$ cat src/rtl/ball_motion.sv
// Pong ball-position engine: advances the ball once per Enable tick, bouncing off walls and paddles.
// Optional speed-up on paddle hits is enabled by defining BALL_SPEEDUP_EN.
module ball_motion #(
  parameter int H_RES       = 640,
  parameter int V_RES       = 480,
  parameter int BALL_SIZE   = 8,
  parameter int PADDLE_W    = 8,
  parameter int PADDLE_H    = 64,
  parameter int PADDLE_L_X  = 16,
  parameter int PADDLE_R_X  = 616,
  parameter int PAUSE_TICKS = 60,
  parameter int MAX_SPEED   = 4
) (
  input  logic       Clock,
  input  logic       Reset,
  input  logic       Enable,
  input  logic       Serve,
  input  logic [9:0] PaddleL,
  input  logic [9:0] PaddleR,
  output logic [9:0] BallX,
  output logic [9:0] BallY,
  output logic       PointL,
  output logic       PointR,
  output logic       Playing
);

  typedef enum logic [1:0] {
    IDLE   = 2'd0,
    MOVE   = 2'd1,
    SCORED = 2'd2
  } state_t;

  localparam int CW = (PAUSE_TICKS > 1) ? $clog2(PAUSE_TICKS) : 1;
  localparam int SW = (MAX_SPEED > 1) ? $clog2(MAX_SPEED + 1) : 1;

  localparam logic [10:0] H_RES_W  = 11'(H_RES);
  localparam logic [10:0] V_RES_W  = 11'(V_RES);
  localparam logic [10:0] BS_W     = 11'(BALL_SIZE);
  localparam logic [10:0] PH_W     = 11'(PADDLE_H);
  localparam logic [10:0] PR_X_W   = 11'(PADDLE_R_X);
  localparam logic [10:0] FACE_L_W = 11'(PADDLE_L_X + PADDLE_W);

  localparam logic [9:0] X_CTR   = 10'((H_RES - BALL_SIZE) / 2);
  localparam logic [9:0] Y_CTR   = 10'((V_RES - BALL_SIZE) / 2);
  localparam logic [9:0] X_MAX   = 10'(H_RES - BALL_SIZE);
  localparam logic [9:0] Y_MAX   = 10'(V_RES - BALL_SIZE);
  localparam logic [9:0] X_HIT_R = 10'(PADDLE_R_X - BALL_SIZE);
  localparam logic [9:0] X_HIT_L = 10'(PADDLE_L_X + PADDLE_W);
  localparam logic [CW-1:0] PAUSE_LAST = CW'(PAUSE_TICKS - 1);

  state_t        state_r, state_nxt_s;
  logic [9:0]    ball_x_r, ball_y_r, ball_x_nxt_s, ball_y_nxt_s;
  logic          dir_x_r, dir_y_r, dir_x_nxt_s, dir_y_nxt_s;  // 1 = right / down
  logic [CW-1:0] pause_r, pause_nxt_s;
  logic          point_l_r, point_r_r, point_l_nxt_s, point_r_nxt_s;
  logic          playing_r;
  logic [SW-1:0] step_s;

  logic [10:0] bx_s, by_s, s_s, pl_s, pr_s;
  logic [9:0]  s10_s;
  logic        overlap_l_s, overlap_r_s, hit_l_s, hit_r_s, miss_l_s, miss_r_s;
  logic        pause_done_s;

  assign bx_s  = {1'b0, ball_x_r};
  assign by_s  = {1'b0, ball_y_r};
  assign pl_s  = {1'b0, PaddleL};
  assign pr_s  = {1'b0, PaddleR};
  assign s_s   = 11'(step_s);
  assign s10_s = 10'(step_s);

  // Paddle overlap uses the pre-update Y; a ball already past a face never hits it.
  assign overlap_r_s = (by_s + BS_W > pr_s) && (by_s < pr_s + PH_W);
  assign overlap_l_s = (by_s + BS_W > pl_s) && (by_s < pl_s + PH_W);
  assign hit_r_s  = dir_x_r && (bx_s + BS_W <= PR_X_W) && (bx_s + BS_W + s_s >= PR_X_W) && overlap_r_s;
  assign hit_l_s  = !dir_x_r && (bx_s >= FACE_L_W) && (bx_s <= FACE_L_W + s_s) && overlap_l_s;
  assign miss_r_s = dir_x_r && !hit_r_s && (bx_s + BS_W + s_s >= H_RES_W);
  assign miss_l_s = !dir_x_r && !hit_l_s && (bx_s <= s_s);
  assign pause_done_s = (pause_r == PAUSE_LAST);

  // State register
  always_ff @(posedge Clock or negedge Reset) begin
    if (!Reset) begin
      state_r <= IDLE;
    end else begin
      state_r <= state_nxt_s;
    end
  end

  // Next-state decode
  always_comb begin
    state_nxt_s = state_r;
    case (state_r)
      IDLE: begin
        if (Serve) state_nxt_s = MOVE;
        else       state_nxt_s = IDLE;
      end
      MOVE: begin
        if (Enable && (miss_r_s || miss_l_s)) state_nxt_s = SCORED;
        else                                  state_nxt_s = MOVE;
      end
      SCORED: begin
        if (Enable && pause_done_s) state_nxt_s = IDLE;
        else                        state_nxt_s = SCORED;
      end
      default: state_nxt_s = IDLE;
    endcase
  end

  // Ball position, direction, pause count and point pulses for the next cycle
  always_comb begin
    ball_x_nxt_s  = ball_x_r;
    ball_y_nxt_s  = ball_y_r;
    dir_x_nxt_s   = dir_x_r;
    dir_y_nxt_s   = dir_y_r;
    pause_nxt_s   = pause_r;
    point_l_nxt_s = 1'b0;
    point_r_nxt_s = 1'b0;
    case (state_r)
      IDLE: begin
        ball_x_nxt_s = X_CTR;
        ball_y_nxt_s = Y_CTR;
        pause_nxt_s  = {CW{1'b0}};
      end
      MOVE: begin
        if (Enable) begin
          if (dir_y_r) begin
            if (by_s + BS_W + s_s >= V_RES_W) begin
              ball_y_nxt_s = Y_MAX;
              dir_y_nxt_s  = 1'b0;
            end else begin
              ball_y_nxt_s = ball_y_r + s10_s;
            end
          end else begin
            if (by_s <= s_s) begin
              ball_y_nxt_s = 10'd0;
              dir_y_nxt_s  = 1'b1;
            end else begin
              ball_y_nxt_s = ball_y_r - s10_s;
            end
          end
          // After a miss the serve heads toward the player who just scored.
          if (hit_r_s) begin
            ball_x_nxt_s = X_HIT_R;
            dir_x_nxt_s  = 1'b0;
          end else if (hit_l_s) begin
            ball_x_nxt_s = X_HIT_L;
            dir_x_nxt_s  = 1'b1;
          end else if (miss_r_s) begin
            ball_x_nxt_s  = X_MAX;
            dir_x_nxt_s   = 1'b0;
            point_l_nxt_s = 1'b1;
          end else if (miss_l_s) begin
            ball_x_nxt_s  = 10'd0;
            dir_x_nxt_s   = 1'b1;
            point_r_nxt_s = 1'b1;
          end else if (dir_x_r) begin
            ball_x_nxt_s = ball_x_r + s10_s;
          end else begin
            ball_x_nxt_s = ball_x_r - s10_s;
          end
        end else begin
          ball_x_nxt_s = ball_x_r;
        end
      end
      SCORED: begin
        if (Enable) begin
          if (pause_done_s) begin
            pause_nxt_s  = {CW{1'b0}};
            ball_x_nxt_s = X_CTR;
            ball_y_nxt_s = Y_CTR;
          end else begin
            pause_nxt_s = pause_r + CW'(1'b1);
          end
        end else begin
          pause_nxt_s = pause_r;
        end
      end
      default: begin
        ball_x_nxt_s = X_CTR;
        ball_y_nxt_s = Y_CTR;
        pause_nxt_s  = {CW{1'b0}};
      end
    endcase
  end

  // Datapath and output registers
  always_ff @(posedge Clock or negedge Reset) begin
    if (!Reset) begin
      ball_x_r  <= X_CTR;
      ball_y_r  <= Y_CTR;
      dir_x_r   <= 1'b1;
      dir_y_r   <= 1'b1;
      pause_r   <= {CW{1'b0}};
      point_l_r <= 1'b0;
      point_r_r <= 1'b0;
      playing_r <= 1'b0;
    end else begin
      ball_x_r  <= ball_x_nxt_s;
      ball_y_r  <= ball_y_nxt_s;
      dir_x_r   <= dir_x_nxt_s;
      dir_y_r   <= dir_y_nxt_s;
      pause_r   <= pause_nxt_s;
      point_l_r <= point_l_nxt_s;
      point_r_r <= point_r_nxt_s;
      playing_r <= (state_nxt_s == MOVE);
    end
  end

`ifdef BALL_SPEEDUP_EN
  localparam logic [SW-1:0] STEP_MAX = SW'(MAX_SPEED);
  logic [SW-1:0] step_r, step_nxt_s;

  assign step_s = step_r;

  // Step grows by one per paddle hit up to the ceiling and restarts at 1 in IDLE
  always_comb begin
    step_nxt_s = step_r;
    if (state_nxt_s == IDLE) begin
      step_nxt_s = SW'(1'b1);
    end else if ((state_r == MOVE) && Enable && (hit_r_s || hit_l_s)) begin
      if (step_r >= STEP_MAX) step_nxt_s = STEP_MAX;
      else                    step_nxt_s = step_r + SW'(1'b1);
    end else begin
      step_nxt_s = step_r;
    end
  end

  // Step register
  always_ff @(posedge Clock or negedge Reset) begin
    if (!Reset) begin
      step_r <= SW'(1'b1);
    end else begin
      step_r <= step_nxt_s;
    end
  end
`else
  assign step_s = SW'(1'b1);
`endif

  assign BallX   = ball_x_r;
  assign BallY   = ball_y_r;
  assign PointL  = point_l_r;
  assign PointR  = point_r_r;
  assign Playing = playing_r;

endmodule
$ cat config.mk
export PLATFORM = sky130hd
export DESIGN_NAME = ball_motion
export DESIGN_NICKNAME = d
export VERILOG_FILES = /design/src/rtl/ball_motion.sv
export SDC_FILE = /design/constraint.sdc
export NUM_CORES = 1
export LEC_CHECK = 0
export CAP_MARGIN = 0
export CORE_MARGIN = 5
export CORE_UTILIZATION = 55
export CTS_BUF_LIST = sky130_fd_sc_hd__clkbuf_4
export DETAILED_ROUTE_END_ITERATION = 12
export HOLD_SLACK_MARGIN = 0.15
export PLACE_DENSITY = 0.87
export SLEW_MARGIN = 40
export SYNTH_ARGS = -nofsm -noshare
export SYNTH_HDL_FRONTEND = slang
export SYNTH_SLANG_ARGS = --single-unit
$ cat constraint.sdc
create_clock -name Clock -period 4 [get_ports Clock]
set_input_delay 0.6 -clock Clock [delete_from_list [all_inputs] [get_ports Clock]]
set_output_delay 0.6 -clock Clock [all_outputs]
set_load 0.02 [all_outputs]
==> impl_metrics.json <==
{
  "outcome": "complete, no violations",
  "synth_top_cell_by_area": "ha_1",
  "hold_viol_final": 0,
  "dp_cells": 607,
  "drt_iter0_markers": 341,
  "synth-main-ff-cell": "dfrtp_1",
  "place_area_sq_mm": 0.00435,
  "worst_pin_slew_ns": 0.740,
  "yosys_warnings": 0,
  "synth_top_area_share": 0.161,
  "n_antenna_cell": 0,
  "io_pins": 47,
  "post-route-min-period_ns": 3.46,
  "core_sq_mm": 0.00683,
  "grtUsageTotal": 0.228,
  "wl_met3_um": 614,
  "cts_max_path_buffers": 2,
  "cts.clk_slew.worst_paths_ns": 0.11,
  "rr_worst_depth": 14,
  "finalSetupTns_ns": 0,
  "overflow": 0,
  "via_count": 3824,
  "dr.pass1.iters": 5,
  "fillCellCount": 591,
  "r2r-end": "state_r[0]",
  "worst_skew_pair.late_latency_ns": 0.34,
  "crit_path_cell_trace": "ha_1 -> nand3_1 -> nor2_1 -> xnor2_1 -> inv_1 -> ha_1 -> nand3_1 -> nor3_1 -> nand2_1 -> o2111ai_1 -> or4_1 -> nand2_1 -> o21ai_2 -> a311oi_1",
  "cts_tree": "done",
  "synth_fp_nets": 563,
  "cts_resized": 0,
  "reg2reg_from": "BallY[3]",
  "cts_root_buf": "clkbuf_4",
  "fin_skew_ns": 0.0165,
  "wire_per_inst_um": 16.2,
  "ctsHtreeMaxLevel": 2,
  "die_x_um": 94.0,
  "synth_edf_count": 0,
  "synthCells": 489,
  "fp-row-count": 30,
  "drt.antenna.violating_nets": 0,
  "grt_pass1_vias": 3625,
  "gp_congestion": 0.899,
  "dp_hpwl_um": 7650,
  "vias_per_cell": 6.22,
  "highest_layer": "met4",
  "hold_buffers": 0,
  "ys_seq_area_frac": 0.217,
  "fin_nets": 592,
  "avgSynthCellArea_sq_um": 7.93,
  "ys_seq_elements": 33,
  "rsz0062_at_grt": "false",
  "routed_wl_um": 9960,
  "fin_crit_sh": 0.865,
  "rrSetupSlack_ns": 0.54,
  "cts_setup_buffers": 0,
  "final_cell_mix": "ha_1, clkdlybuf4s50_1, inv_1",
  "drive_gt1_frac": 0.0848,
  "hold_slack_ns": 0.481,
  "dr_wl_met2_um": 4870,
  "slew_viol_final": 0,
  "cp_slowest_cell": "dfstp_2",
  "cts_sinks": 33,
  "worstPathArrival_ns": 3.70,
  "slowest_delay_ns": 0.68,
  "die_area_sq_mm": 0.00883,
  "grt_pass1_wl_um": 16500,
  "max_freq_mhz": 289,
  "drt-met1-wl_um": 4270,
  "grt_max_degree": 34,
  "min_path_cells": 1,
  "hold_class": "reg -> reg",
  "port_buffers": 46,
  "synthTopCellsByArea": "ha_1, dfrtp_1, dfstp_2",
  "p_per_area_mw_per_mm2": 462,
  "start_util": 0.568,
  "holdCritStartpoint": "pause_r[5]",
  "setup_viol": 0,
  "cp-start-kind": "flop",
  "critical_path_class": "reg -> reg",
  "die_y_um": 94.0,
  "leakage_nw": 1.89,
  "fin_cells": 615,
  "layout_commonest_cell": "ha_1",
  "holdPathEnd": "pause_r[5]",
  "end_kind": "flop",
  "grt_antenna_before_repair": 0,
  "ir_drop_mv": 0.220,
  "slew_headroom": 0.505,
  "numCtsBuffers": 5,
  "synthArstFlopShare": 1.00,
  "synthesis.area_sq_mm": 0.00388,
  "postLayoutCellArea_sq_mm": 0.00441,
  "drc_errors": 0,
  "netlist-cell-type-count": 72,
  "cp.required_ns": 4.24,
  "area_delta_synth_final_pct": 13.7,
  "maxCapViolations": 0,
  "crit_fanout": 13
}
## through the flow
step	power, mW	util	worst slack (ns)
floorplan	1.47	-	0.847
global placement	1.77	0.637	0.523
detailed placement	1.83	0.637	0.375
CTS	2.03	0.645	0.560
global route	2.21	0.645	0.219
finish	2.04	0.645	0.540
## area by class of cell
cell class / count / area [sq um] / area share
repair buffers: 48 / 475 / 0.108
well taps: 96 / 120 / 0.0272
clock buffers: 5 / 37.5 / 0.00851
clock inverters: 3 / 17.5 / 0.00397
multi-input cells: 390 / 2770 / 0.628
flip-flops and latches: 33 / 841 / 0.191
inverters: 40 / 150 / 0.0341
## sequential cells by signal, indices dropped and copies added (netlist names)
signal and flops:
pause_r 6, Playing 1, dir_x_r 1, BallX 10, dir_y_r 1, state_r 2, PointR 1, PointL 1
BallY 10
## cell families (layout without fill, tap and decap cells)
group	count (synthesis)	count (layout)	share of synthesized area
buffers and inverters	66	96	0.0703
AND/OR/NAND/NOR	168	168	0.235
XOR/XNOR	26	26	0.0587
multiplexers	2	2	0.00549
AO/OA/AOI/OAI	144	144	0.252
adder cells (fa/ha/maj)	50	50	0.161
flip-flops	33	33	0.217
## power by group
group | switching [mW] | internal [mW] | total, mW
clock network | 0.122 | 0.0662 | 0.188
logic | 0.695 | 0.548 | 1.24
registers | 0.182 | 0.424 | 0.606
## worst max-delay path by stage
| stage | startpoint | to | slack (ns) | cells after the start |
|---|---|---|---|---|
| final | BallY[3] | state_r[0] | 0.54 | 14 |
| after CTS | BallY[3] | state_r[0] | 0.56 | 12 |
| after detailed placement | PaddleR[8] | state_r[0] | 0.38 | 12 |
| after floorplan | BallY[5] | dir_x_r | 0.85 | 13 |
| after global placement | PaddleR[8] | dir_x_r | 0.52 | 12 |
| after global routing | BallY[3] | BallX[1] | 0.22 | 14 |
## metal layers
| metal | track usage | vias to the layer above |
|---|---|---|
| met2 | 0.394 | 143 |
| met3 | 0.0304 | 26 |
| met1 | 0.288 | 1819 |
| met5 | 0 | - |
| met4 | 0.0842 | 0 |
| li1 | - | 1836 |
## Yosys cell counts, drive strengths merged (3+ instances only)
master   instances
a21oi           34
nand2           33
o21ai           39
dfstp           12
o31ai            4
or3              3
a311oi           4
and2             4
nor3            13
o22ai            3
nand3b           6
nand2b           9
dfrtp           21
nor2b            6
nand3           27
a21o             8
xnor2           17
nor4             4
a211oi           5
a31oi           10
xor2             9
buf             11
clkbuf          15
nand4            9
and3             9
ha              50
a2111oi          3
o211a            4
inv             40
nor2            33
o31a             3
## worst max-delay path: cells and delay by family, from the launching register on
kind / cells / cell delay [ns]
flops: 1 / 0.68
simple gates: 7 / 1.30
xor+xnor: 1 / 0.19
buf+inv: 1 / 0.10
fa+ha+maj: 2 / 0.59
compound gates: 3 / 0.49
No activity file was read; power rests on OpenSTA's default activity.
